**src/rtl/shift_pkg.sv**
```systemverilog
// Shared definitions for the serial transmit path: FSM encoding and default word width.
package shift_pkg;

  localparam int unsigned DEFAULT_WIDTH = 4;

  typedef enum logic {
    IDLE  = 1'b0,
    SHIFT = 1'b1
  } state_t;

endpackage

```
**src/rtl/word_hold_buf.sv**
```systemverilog
// One-word holding buffer that queues the next word while the shifter is busy.
module word_hold_buf
  import shift_pkg::*;
#(
  parameter int unsigned WIDTH = DEFAULT_WIDTH
) (
  input  logic             clk,
  input  logic             rst,
  input  logic             wr,
  input  logic             rd,
  input  logic [WIDTH-1:0] wdata,
  output logic [WIDTH-1:0] rdata,
  output logic             full
);

  logic [WIDTH-1:0] data_q;
  logic             full_q;

  always_ff @(posedge clk) begin
    if (rst) begin
      data_q <= '0;
      full_q <= 1'b0;
    end else begin
      if (wr) begin
        data_q <= wdata;
      end
      // A simultaneous write and read keeps the buffer occupied with the new word.
      if (wr) begin
        full_q <= 1'b1;
      end else if (rd) begin
        full_q <= 1'b0;
      end
    end
  end

  assign rdata = data_q;
  assign full  = full_q;

endmodule

```
**src/rtl/piso_shift_tx.sv**
```systemverilog
// Parallel-in serial-out transmitter: MSB-first bit stream with shift enable and last-bit flag.
module piso_shift_tx
  import shift_pkg::*;
#(
  parameter int unsigned WIDTH = DEFAULT_WIDTH
) (
  input  logic             clk,
  input  logic             rst,
  input  logic [WIDTH-1:0] din,
  input  logic             din_valid,
  output logic             din_ready,
  input  logic             stall,
  output logic             so,
  output logic             se,
  output logic             so_last
);

  localparam int unsigned    CW       = $clog2(WIDTH);
  localparam logic [CW-1:0]  LAST_CNT = CW'(WIDTH - 1);

  state_t           state_q, state_d;
  logic [WIDTH-1:0] shreg_q, shreg_d;
  logic [CW-1:0]    cnt_q, cnt_d;

  logic             pend_full;
  logic             pend_wr;
  logic             pend_rd;
  logic [WIDTH-1:0] pend_data;
  logic             accept;

  assign din_ready = !rst && !pend_full;
  assign accept    = din_valid && din_ready;

  word_hold_buf #(.WIDTH(WIDTH)) u_hold (
    .clk   (clk),
    .rst   (rst),
    .wr    (pend_wr),
    .rd    (pend_rd),
    .wdata (din),
    .rdata (pend_data),
    .full  (pend_full)
  );

  always_ff @(posedge clk) begin
    if (rst) begin
      state_q <= IDLE;
      shreg_q <= '0;
      cnt_q   <= '0;
    end else begin
      state_q <= state_d;
      shreg_q <= shreg_d;
      cnt_q   <= cnt_d;
    end
  end

  always_comb begin
    state_d = state_q;
    shreg_d = shreg_q;
    cnt_d   = cnt_q;
    se      = 1'b0;
    so      = 1'b0;
    so_last = 1'b0;
    pend_wr = 1'b0;
    pend_rd = 1'b0;
    case (state_q)
      IDLE: begin
        if (accept) begin
          shreg_d = din;
          cnt_d   = '0;
          state_d = SHIFT;
        end
      end
      SHIFT: begin
        se      = !stall;
        so      = shreg_q[WIDTH-1];
        so_last = se && (cnt_q == LAST_CNT);
        // On the last bit the next word goes straight into the shifter so se stays contiguous.
        if (so_last) begin
          cnt_d = '0;
          if (pend_full) begin
            shreg_d = pend_data;
            pend_rd = 1'b1;
          end else if (accept) begin
            shreg_d = din;
          end else begin
            shreg_d = '0;
            state_d = IDLE;
          end
        end else if (se) begin
          shreg_d = {shreg_q[WIDTH-2:0], 1'b0};
          cnt_d   = cnt_q + CW'(1);
        end
        pend_wr = accept && !so_last;
      end
      default: state_d = IDLE;
    endcase
    // Outputs are quiet for the whole reset cycle, even if the registers still hold a frame.
    if (rst) begin
      se      = 1'b0;
      so      = 1'b0;
      so_last = 1'b0;
      pend_wr = 1'b0;
      pend_rd = 1'b0;
    end
  end

endmodule

```
**config.mk**
```make
export PLATFORM = sky130hd
export DESIGN_NAME = piso_shift_tx
export DESIGN_NICKNAME = d
export VERILOG_FILES = /design/src/rtl/shift_pkg.sv /design/src/rtl/word_hold_buf.sv /design/src/rtl/piso_shift_tx.sv
export SDC_FILE = /design/constraint.sdc
export NUM_CORES = 1
export LEC_CHECK = 0
export ABC_AREA = 1
export BUFFER_PORTS_ARGS = -buffer_cell sky130_fd_sc_hd__buf_2
export CAP_MARGIN = 10
export CORE_MARGIN = 2
export CORE_UTILIZATION = 30
export CTS_CLUSTER_DIAMETER = 40
export DETAILED_ROUTE_END_ITERATION = 7
export SYNTH_ARGS = -nofsm -noshare
export SYNTH_HDL_FRONTEND = slang
export SYNTH_SLANG_ARGS = --single-unit
```
**constraint.sdc**
```tcl
create_clock -name clk -period 3.85 [get_ports clk]
set_clock_uncertainty 0.1 [all_clocks]
set_input_delay 0.5775 -clock clk [delete_from_list [all_inputs] [get_ports clk]]
set_output_delay 0.5775 -clock clk [all_outputs]
set_load 0.05 [all_outputs]
```
==> results.cfg <==
[outcome]
status = complete, no violations

[sta]
setup_tns_ns = 0
fin_crit_ns = 2.18
worst_slew_pin_slew_ns = 0.391
fmax_mhz = 458
period_share_pct = 56.7
hold_slack_ns = 0.388
final-setup-viol-count = 0
grt_setup_unrepaired = no
slew_headroom_pct = 73.9
hold_viol = 0
drv_slew = 0

[routing]
vias_per_cell = 4.49
wl_per_cell_um = 10.3
drt_pass1_iterations = 3
totalWireLength_um = 1420
via_count = 615
antenna_left = 0
first_iter_violations = 4
drc_errors = 0

[critical_path]
cp-end-kind = primary output
cp.required_ns = 3.17
critPathKind = reg2out
crit_path_start_kind = register
crit_fanout = 7
crit_arrival_ns = 1.51

[clock_network]
hold_buffers = 0
clkSinkCount = 12
clkLatencyLatePin_ns = 0.27
cts_max_level = 1
clk_pin_slew_ns = 0.07
cts_resized = 0
postCtsSetupRepairBufs = 0
cts_tree = built
cts-root-buf = clkbuf_4
cts_inserted_buffers = 3
clk_path_buf_depth = 2

[power_and_ir_drop]
p_per_area_nw_per_um2 = 356
p_leak_nw = 0.372
ir_worst_vdd_uv = 144

[logic_synthesis]
synth_area_leaders = dfxtp_1 (35%), nand2_1 (12%), nor2_1 (8.2%)
synth_most_common_cell = nand2_1
async_flop_share_pct = 0
synth_cell_types = 20
yosys_warnings = 0
synth_edf_count = 0
syn_nets = 105
syn_avg_cell_area_um2 = 7.18
synthCells = 96
yosysTopAreaCell = dfxtp_1
netlist_top_cells_count = nand2_1 (22), nor2_1 (15), dfxtp_1 (12)
yosysSeqAreaShare_pct = 34.8
synth_area_um2 = 689
ys_ff_latch = 12
yosys.area.top_type_share_pct = 34.8
ys.flop_type = dfxtp_1

[flow_run]
cap_violations = 0

[floorplan]
rows = 17
die_h_um = 51.9
fp.dieArea_um2 = 2700
initial_utilization_pct = 31.5
ios = 12
core_area_um2 = 2190
die_w_um = 51.9

[min_path]
hold_path_class = reg2reg

[global_routing]
grt_pass1_vias = 575
grt_usage_pct = 12.1
grt_pass1_wl_um = 2440
use_met1_pct = 15.1
gr-max-usage-layer = met2
grtUsageMet2_pct = 19.6
grt_max_degree = 10
overflow = 0
antenna_found_initial = 0
met3_usage_pct = 2.87

[place]
place.gp.congestion = 0.815
hpwl_um = 1120
portBuffers = 11

[layout]
diodes = 0
drive_gt1_share_pct = 22.0
fin_nets = 120
area_delta_synth_final_pct = 15.2
-- cell usage in the layout (no fill, tap or decap), drive strengths merged --
cell type / count
nand2: 24
dfxtp: 12
buf: 11
nand4: 1
nor2: 17
o21ai: 10
clkbuf: 3
nand3: 12
a21boi: 3
o211ai: 1
a21oi: 2
inv: 11
ha: 1
nor3: 1
-- worst paths after layout --
kind / startpoint / to / slack, ns / cells after the start
hold / removal: u_hold.rdata[0] / u_hold.rdata[0] / 0.39 / 2
setup reg to reg: cnt_q[0] / u_hold.rdata[2] / 2.47 / 5
hold reg to reg: u_hold.rdata[0] / u_hold.rdata[0] / 0.39 / 2
setup / recovery: state_q / se / 1.67 / 5
-- power breakdown --
group	internal, mW	leakage, nW	switching (mW)	total, mW
combinational	0.0218	0.260	0.0405	0.0623
clock	0.0362	0.0138	0.0400	0.0761
sequential	0.134	0.0985	0.00991	0.144
total	0.192	0.372	0.0904	0.283
-- critical path, stage by stage (launching register included) --
cell and delay (ns):
dfxtp_1 0.56, inv_4 0.11, nor2_8 0.13, inv_4 0.06, nor2_1 0.11, buf_2 0.28
-- metal layers --
layer / vias to the layer above / part of all wire [%]
li1: 338 / -
met3: 2 / 3.5
met4: 0 / 1.3
met1: 264 / 49
met2: 11 / 46
met5: - / 0
-- sequential cells by signal, summed over array words and instances (netlist names) --
register and cells:
cnt_q 2, u_hold.full 1, u_hold.rdata 4, shreg_q 4
state_q 1
-- cells by family (layout without fill, tap and decap cells) --
| group | Yosys count | after routing | share of synthesized area (%) |
|---|---|---|---|
| fa+ha+maj | 1 | 1 | 1.81 |
| simple gates | 55 | 55 | 41.9 |
| compound gates | 16 | 16 | 13.6 |
| flops | 12 | 12 | 34.8 |
| buf+inv | 12 | 25 | 7.80 |
-- layout make-up --
cell class	count	area (um2)
tap	28	35.0
sequential	12	240
clock buffer	3	22.5
inverter	11	46.3
timing repair buffer	11	55.1
multi-input combinational	72	395
fill	255	1400
-- metrics by stage --
stage | util (%) | power, mW | worst slack [ns] | area, um2 | instances
after floorplan | - | 0.194 | 1.32 | 689 | 96
after CTS | 36.3 | 0.285 | 1.66 | 795 | 137
after detailed placement | 35.2 | 0.210 | 1.79 | 772 | 134
after global placement | 35.2 | 0.209 | 1.80 | 772 | 134
after global routing | 36.3 | 0.303 | 1.53 | 795 | 137
final | 36.3 | 0.283 | 1.67 | 795 | 137
Note: power is estimated with default switching activity, not from simulation.
